## src/rtl/rf_mover.sv

```systemverilog
// rf_mover: copies a run of RF lines through the move-side port, one line per cycle
module rf_mover #(
  parameter int RF_ADDR_W = 10,
  parameter int LINE_W    = 10,
  parameter int DATA_W    = 128
) (
  input  logic                 clk,
  input  logic                 rst_n,
  input  logic                 start,
  input  logic [RF_ADDR_W-1:0] src_addr,
  input  logic [RF_ADDR_W-1:0] dst_addr,
  input  logic                 src_freeze,
  input  logic                 dst_freeze,
  input  logic [LINE_W-1:0]    line_num,
  output logic                 busy,
  output logic                 done,
  output logic                 rd_en,
  output logic [RF_ADDR_W-1:0] rd_addr,
  input  logic [DATA_W-1:0]    rd_data,
  output logic                 wr_en,
  output logic [RF_ADDR_W-1:0] wr_addr,
  output logic [DATA_W-1:0]    wr_data
);
  typedef enum logic [1:0] {IDLE, READ, DRAIN, DONE} state_t;
  state_t state_q, state_d;
  logic [RF_ADDR_W-1:0] src_q, src_d, dst_q, dst_d;
  logic [LINE_W-1:0] cnt_q, cnt_d;
  logic sfrz_q, sfrz_d, dfrz_q, dfrz_d, wr_en_q, wr_en_d;
  logic accept;
  // state register
  always_ff @(posedge clk or negedge rst_n)
    if (!rst_n) state_q <= IDLE;
    else state_q <= state_d;
  // next state: an empty command skips straight to the completion pulse
  always_comb begin
    accept  = state_q == IDLE && start;
    state_d = state_q == IDLE  ? (start ? (line_num == '0 ? DONE : READ) : IDLE) :
              state_q == READ  ? (cnt_q == LINE_W'(1) ? DRAIN : READ) :
              state_q == DRAIN ? DONE : IDLE;
  end
  // datapath registers; reset drops any in-flight write
  always_ff @(posedge clk or negedge rst_n)
    if (!rst_n) begin
      src_q   <= '0;
      dst_q   <= '0;
      cnt_q   <= '0;
      sfrz_q  <= 1'b0;
      dfrz_q  <= 1'b0;
      wr_en_q <= 1'b0;
    end else begin
      src_q   <= src_d;
      dst_q   <= dst_d;
      cnt_q   <= cnt_d;
      sfrz_q  <= sfrz_d;
      dfrz_q  <= dfrz_d;
      wr_en_q <= wr_en_d;
    end
  // pointers advance after each read/write unless frozen; count tracks reads left to issue
  always_comb begin
    src_d   = accept ? src_addr : (state_q == READ && !sfrz_q) ? src_q + 1'b1 : src_q;
    dst_d   = accept ? dst_addr : (wr_en_q && !dfrz_q) ? dst_q + 1'b1 : dst_q;
    cnt_d   = accept ? line_num : state_q == READ ? cnt_q - 1'b1 : cnt_q;
    sfrz_d  = accept ? src_freeze : sfrz_q;
    dfrz_d  = accept ? dst_freeze : dfrz_q;
    wr_en_d = state_q == READ;
  end
  // outputs: write trails read by the RAM's one-cycle latency
  always_comb begin
    busy    = state_q == READ || state_q == DRAIN;
    done    = state_q == DONE;
    rd_en   = state_q == READ;
    rd_addr = src_q;
    wr_en   = wr_en_q;
    wr_addr = dst_q;
    wr_data = rd_data;
  end
endmodule

```

## config.mk

```make
export PLATFORM = sky130hd
export DESIGN_NAME = rf_mover
export DESIGN_NICKNAME = d
export VERILOG_FILES = /design/src/rtl/rf_mover.sv
export SDC_FILE = /design/constraint.sdc
export NUM_CORES = 1
export LEC_CHECK = 0
export CORE_AREA = 2 2 122 124
export DETAILED_ROUTE_END_ITERATION = 10
export DIE_AREA = 0 0 124 126
export GPL_ROUTABILITY_DRIVEN = 0
export PLACE_DENSITY = 0.62
export SETUP_SLACK_MARGIN = 0.1
export SYNTH_ARGS = -nofsm -noshare
export SYNTH_HDL_FRONTEND = slang
export SYNTH_SLANG_ARGS = --single-unit
```

## constraint.sdc

```tcl
create_clock -name clk -period 2.1 [get_ports clk]
set_input_delay 0.42 -clock clk [delete_from_list [all_inputs] [get_ports clk]]
set_output_delay 0.42 -clock clk [all_outputs]
set_load 0.02 [all_outputs]
```

# Word-level counts from Yosys, hierarchy flattened
# Index checks and enable logic that the tools add are counted.
# Widths: inputs -> output; s select.
[totals]
output_inout_bits = 152
regBits = 35
wordCells = 37
in_bits = 163
[op_classes]
mux = 12
reduce_logical = 11
n_addsub = 3
eq_ne = 4
[ops]
columns = ["operator", "count"]
rows = [
  ["$mux 10", 6],
  ["$add 10x1->10 const B", 2],
  ["$mux 2", 6],
  ["$eq 10x1->1 const B", 1],
  ["$logic_not 10->1", 1],
  ["$sub 10x1->10 const B", 1],
  ["$reduce_bool 2->1", 3],
  ["$eq 2x2->1 const B", 2],
  ["$logic_and 1x1->1", 3],
  ["$eq 2x1->1 const B", 1],
  ["$logic_not 1->1", 2],
  ["$logic_not 2->1", 1],
  ["$logic_or 1x1->1", 1],
]

# Depth between registers and ports, before layout
# Gate-level depths: netlist of run 1.
[depth]
word_depth = 4
ltp_mapped = 7
ltp_nobuf = 6

# Worst setup path after synthesis of run 1
# OpenSTA, ideal clock, no wires.
[synth_timing]
path_kind = "register -> register"
startpoint = "register state_q[1]"
endpoint = "register cnt_q[7]"
t_required_ns = 1.974
path_slack_ns = 0.211
setup_time_ns = 0.126
path_buffers = 0
stages_incl_launch_ff = 7
arrival_ns = 1.763
path_cell_list = "dfrtp_1 > inv_1 > ha_1 > or4b_4 > nor4b_4 > xnor2_1 > a21oi_1"
[synth_between]
elab_cells_between_ends = 5
[synth_lines]
columns = ["item", "line_no", "text"]
rows = [
  ["start: declaration", "25", "state_t state_q, state_d;"],
  ["start signal: assignment", "33", "else state_q <= state_d;"],
  ["$eq 2x1->1", "--", ""],
  ["named net rd_en", "17", "output logic rd_en,"],
  ["$reduce_bool 2->1 (no source line)", "--", ""],
  ["end signal: assignment", "53", "cnt_q <= cnt_d;"],
  ["end: declaration", "27", "logic [LINE_W-1:0] cnt_q, cnt_d;"],
]
# The timed path passes the listed nets, and every way through them passes these cells.
# A chain may end at the register's enable or synchronous reset.

# Worst setup path in the final report of run 1
[layout_timing]
startpoint = "register state_q[0]"
endpoint = "output port done"
[layout_between]
elab_chain_cells = 1
[layout_rtl]
columns = ["item", "line_no", "text"]
rows = [
  ["$eq 2x2->1", "70", "done = state_q == DONE;"],
  ["end: declaration", "16", "output logic done,"],
]
# No other way between the ends.

==> metrics.txt, run 1 <==
status complete, no violations; top cell type's share of synthesized area 33.4%; Post-Layout Cell Count 445; initial antenna violation count 0; final-stage net count 431; Final period util 88.1%; Cell Area, Synth 2880 µm²; worst slew pin tran 0.533 ns; Multi-input gate area 978 µm²; vias in the first global route 1888; Worst VDD drop 427 µV; type of the worst setup path flip-flop to output port; pwr/cell area 1380 nW/µm²; port bufs 58; Worst EP required 1.68 ns; Unique masters post-synth 36; Antenna Cells 0; Core Box Area 14300 µm²; post-CTS setup buffers 0; Reg clk slew, reported paths 0.05 ns; first-pass GRT wire length 9560 µm; clk sinks 35; Post-synth EDFFs 0; Lkg Pwr 0.00107 µW; DR pass1 iterations 4; drt first-iter violations 22; Mapped Avg Cell Area 8.86 µm²; CTS H-tree depth 2; clk_lat worst skew 0.28 ns; WP data arrival 1.43 ns; relative slew slack 64.4%; Fillers 1594; MaxCap Viol Count 0; via-per-instance ratio 3.94; Hold WC Path Type primary input to asynchronous set/reset pin; Util after Layout 20.1%; post-synthesis sequential area ratio 30.4%; Min Hold Slack 0.180 ns; dpl hpwl 4730 µm; layout cells sized above 1 8.43%; DRC viols 0; Post-synth ARST share 100%; Final ANT Viol Nets 0; minimum clock period after layout 1.85 ns; Vert. Die Dim 126 µm; leading area contributor after synthesis buf_4; clk root buf clkbuf_16; Synth warnings 0; num ports 315; CP endpoint kind output port; Achievable Freq 541 MHz; Synth area leaders buf_4, dfrtp_1, a21oi_1, xor2_1, nor2_1; Final Skew 0.00347 ns; largest net degree at the start of global routing 36; GRT Util Overall 8.05%; Final Hold Viols 0; Startpoint Class flip-flop; row cnt 44; total number of vias 1754; post-route setup TNS 0 ns; dpl cells 437; CTS tree built; Layout area overhead -0.174%; die width 124 µm; Crit Path Max Fanout 3; Total Routed Length 6130 µm; Synth Instances 325; CTS buffer count 5; ys flop type dfrtp_1; CTS Buffer Depth 2; pre-CTS setup slack 0.263 ns; #FFs+latches synth 35; die area 15600 µm²; fin worst setup slack 0.251 ns; DR WL/cell 13.8 µm; fin. max-slew vios 0; Initial Util 20.1%; GR Overflow Total 0; RSZ-0062 raised after global routing no; Synthesized Nets 496; Storage cell area 876 µm²; count of final setup violators 0
routing by layer:
metal	vias up	part of all wire, %	GRT usage (%)
met5	-	0	0
li1	800	-	-
met3	43	11	4.30
met2	103	46	11.8
met1	808	39	8.98
met4	0	4.2	5.29
metrics by stage:
step / power, µW / area, µm²
global route: 4290 / 2880
global placement: 3270 / 2740
CTS: 4060 / 2880
finish: 3980 / 2880
detailed placement: 3320 / 2740
floorplan: 2830 / 2880
worst max-delay path, cell delays in order, from the launching register on:
cell and delay (ns):
dfrtp_1 0.40, ha_1 0.21, clkdlybuf4s50_1 0.54
cells in the mapped netlist, drive strengths merged (2+ instances only):
library cell	n
nor3	5
ha	8
buf	131
xor2	15
dfrtp	35
nand2	9
inv	6
nor4	3
and4b	2
nor4b	3
nand3	4
nor2	33
nand4	6
xnor2	12
mux2i	2
mux2	3
a21oi	30
nor2b	2
clkbuf	5
cell type report:
type	instances	area share [%]
multi-input cells	148	34.0
clock inverters	1	0.174
clock buffers	7	4.61
repair buffers	64	21.9
well taps	184	8.01
inverters	6	0.783
flip-flops and latches	35	30.5
placed cells by master (no fill, tap or decap), types with 2 or more instances in the layout:
master,count
nor2b_1,2
dlygate4sd2_1,2
ha_1,8
inv_1,6
mux2_2,3
nor3_1,5
clkbuf_1,2
nand2_1,8
nand4_1,6
nand3_1,4
mux2i_1,2
clkbuf_16,5
xor2_1,15
clkdlybuf4s50_1,55
nor4b_1,2
a21oi_1,30
and4b_1,2
dfrtp_1,35
buf_4,5
nor4_1,2
xnor2_1,12
nor2_1,33
sequential cells by signal (all words and copies together), names as in the netlist:
register	count
cnt_q	10
rd_addr	10
wr_addr	10
state_q	2
dfrz_q	1
sfrz_q	1
wr_en	1
report_power, final:
| part | leakage, µW | internal [µW] | switching [µW] | total, µW |
|---|---|---|---|---|
| clock | 0.0000679 | 438 | 276 | 714 |
| combinational | 0.000609 | 931 | 936 | 1870 |
| sequential | 0.000393 | 1000 | 396 | 1400 |
worst paths after layout:
| path | slack (ns) | cells after the start | startpoint | to |
|---|---|---|---|---|
| setup reg to reg | 0.25 | 6 | state_q[1] | cnt_q[7] |
| setup / recovery | 0.25 | 2 | state_q[0] | done |
| hold / removal | 0.18 | 2 | rst_n | state_q[0] |
| min in group clk | 0.55 | 1 | dfrz_q | dfrz_q |
| hold reg to reg | 0.55 | 1 | dfrz_q | dfrz_q |
| max in group asynchronous | 1.59 | 2 | rst_n | rd_addr[6] |
what timing repair did:
item                                    in CTS  in global routing
hold buffers                                 0                  0
resized for setup                            2                  0
endpoints found under the setup margin       2                  0
cells by family after synthesis:
| family | count (synthesis) | synth area share [%] |
|---|---|---|
| compound gates | 33 | 5.99 |
| xor+xnor | 27 | 8.21 |
| fa+ha+maj | 8 | 3.48 |
| buf+inv | 142 | 35.6 |
| flops | 35 | 30.4 |
| mux | 5 | 1.87 |
| simple gates | 75 | 14.4 |
(Power assumes the default switching activity.)
==> inputs of run 2 (changes only) <==
--- a/constraint.sdc
+++ b/constraint.sdc
@@ -3,2 +3,2 @@
 set_output_delay 0.42 -clock clk [all_outputs]
-set_load 0.02 [all_outputs]
+set_load 0.05 [all_outputs]
==> run 2 against run 1 <==
Against the previous run:
- fmax fell by 4.3%
- clock skew is essentially flat
- flip-flop and latch count is the same
- largest power group unchanged
- critical endpoint is now wr_addr[0]
- combinational power is 28% higher
==> metrics.txt, run 2 (synthesis gave the netlist of run 1 again) <==
GR Overflow Total 0 (unchanged); status complete, no violations; Reg clk slew, reported paths 0.06 ns (about the same); Core Box Area 14300 µm² (unchanged); slowest CP cell clkdlybuf4s50_1; Storage cell area 876 µm² (unchanged); total number of vias 1764 (+0.57%); dpl hpwl 4580 µm (-3.1%); CTS Buffer Depth 2 (unchanged); Total Routed Length 6000 µm (-2.2%); Antenna Cells 0 (unchanged); initial antenna violation count 0 (unchanged); type of the worst setup path flip-flop to output port; clk root buf clkbuf_16; MaxCap Viol Count 0 (unchanged); relative slew slack 61.5% (-3.0 points); worst slew pin tran 0.577 ns (+0.0443 ns); Worst EP required 1.68 ns (about the same); WP data arrival 1.51 ns (+0.08 ns); Fillers 1583 (-0.69%); Vert. Die Dim 126 µm (unchanged); clk_lat worst skew 0.29 ns (about the same); CTS tree built; die width 124 µm (unchanged); die area 15600 µm² (unchanged); clk sinks 35 (unchanged); minimum clock period after layout 1.93 ns (+0.0826 ns); Startpoint Class flip-flop; most frequent cells in the layout clkdlybuf4s50_1, dfrtp_1, nor2_1, a21oi_1, xor2_1; crit-path leading delay family buffers and inverters; DRC viols 0 (unchanged); dpl cells 437 (unchanged); fin. max-slew vios 0 (unchanged); count of final setup violators 0 (unchanged); row cnt 44 (unchanged); DR pass1 iterations 4 (unchanged); layout cells sized above 1 10.8% (+2.3 points); CP endpoint kind output port; largest net degree at the start of global routing 36 (unchanged); Multi-input gate area 991 µm² (+1.3%); final-stage net count 431 (unchanged); GRT Util Overall 8.00% (-0.050 points); Final Skew 0.00334 ns (-0.000134 ns); Final ANT Viol Nets 0 (unchanged); Final Hold Viols 0 (unchanged); RSZ-0062 raised after global routing no; most common cell after layout, fill and taps aside clkdlybuf4s50_1; pre-CTS setup slack 0.185 ns (-0.0782 ns); crit path buf inv count 1 (unchanged); CTS H-tree depth 2 (unchanged); vias in the first global route 1826 (-3.3%); first-pass GRT wire length 9450 µm (-1.2%); Hold WC Path Type primary input to asynchronous set/reset pin; port bufs 58 (unchanged); Layout area overhead 1.17%; Crit Path Max Fanout 4 (+1); drt first-iter violations 28 (+27%); Min Hold Slack 0.172 ns (-0.00813 ns); crit-path cells clkdlybuf4s50_1; hold buffer count at cts 0 (unchanged); pwr/cell area 1560 nW/µm² (+12%); Final period util 92.0% (+3.9 points); Post-Layout Cell Count 444 (-0.22%); Lkg Pwr 0.00113 µW (+5.7%); DR WL/cell 13.5 µm (-1.9%); CTS buffer count 5 (unchanged); post-route setup TNS 0 ns (unchanged); via-per-instance ratio 3.97 (+0.80%); fin worst setup slack 0.168 ns (-0.0826 ns); Initial Util 20.1% (unchanged); Achievable Freq 518 MHz (-4.3%); Worst VDD drop 514 µV (+20%); num ports 315 (unchanged); crit-path max cell delay 0.82 ns (+0.28 ns)
-- run 2: timing repair --
item | 4_1_cts | 5_1_grt
setup buffers | 0 | 0
gates resized for setup | 2 | 8
gates cloned | 0 | 0
endpoints found under the setup margin | 2 | 8
-- run 2: final timing paths --
kind | start | end | slack [ns] | cells past startpoint
min in group clk | dfrz_q | dfrz_q | 0.54 | 1
max | wr_addr[0] | wr_addr[0] | 0.17 | 1
min | rst_n | state_q[1] | 0.17 | 2
max reg2reg | state_q[1] | cnt_q[7] | 0.24 | 6
max in group asynchronous | rst_n | rd_addr[2] | 1.58 | 2
min reg2reg | dfrz_q | dfrz_q | 0.54 | 1
-- run 2: metrics by stage --
step | power (µW) | cell area (µm²) | utilization (%)
6_report | 4530 | 2910 | 20.4
5_1_grt | 4870 | 2910 | 20.4
4_1_cts | 4620 | 2890 | 20.2
3_5_place_dp | 3830 | 2750 | 19.2
3_3_place_gp | 3780 | 2750 | 19.2
2_1_floorplan | 3640 | 2880 | -
-- run 2: cell type report --
type | instances | area share, %
inverter | 6 | 0.773
multi-input combinational | 148 | 34.0
sequential | 35 | 30.1
clock buffer | 6 | 4.77
tap | 184 | 7.90
timing repair buffer | 64 | 22.3
clock inverter | 1 | 0.172
-- run 2: where the power goes --
group / total, µW / switching, µW / internal (µW)
clock network: 755 / 292 / 463
registers: 1380 / 376 / 1000
logic: 2400 / 1450 / 950
-- run 2: metal layers --
layer	global-route usage, %	vias to the layer above	wire length [µm]
met4	4.49	0	215
li1	-	802	-
met3	4.35	33	579
met2	11.7	95	2760
met1	9.25	834	2440
met5	0	-	0
==> inputs of run 3 (changes only) <==
SLEW_MARGIN = 20   (was unset)
==> results of run 3 <==
Same layout as run 2: the final DEF is identical, and so are final timing and power.
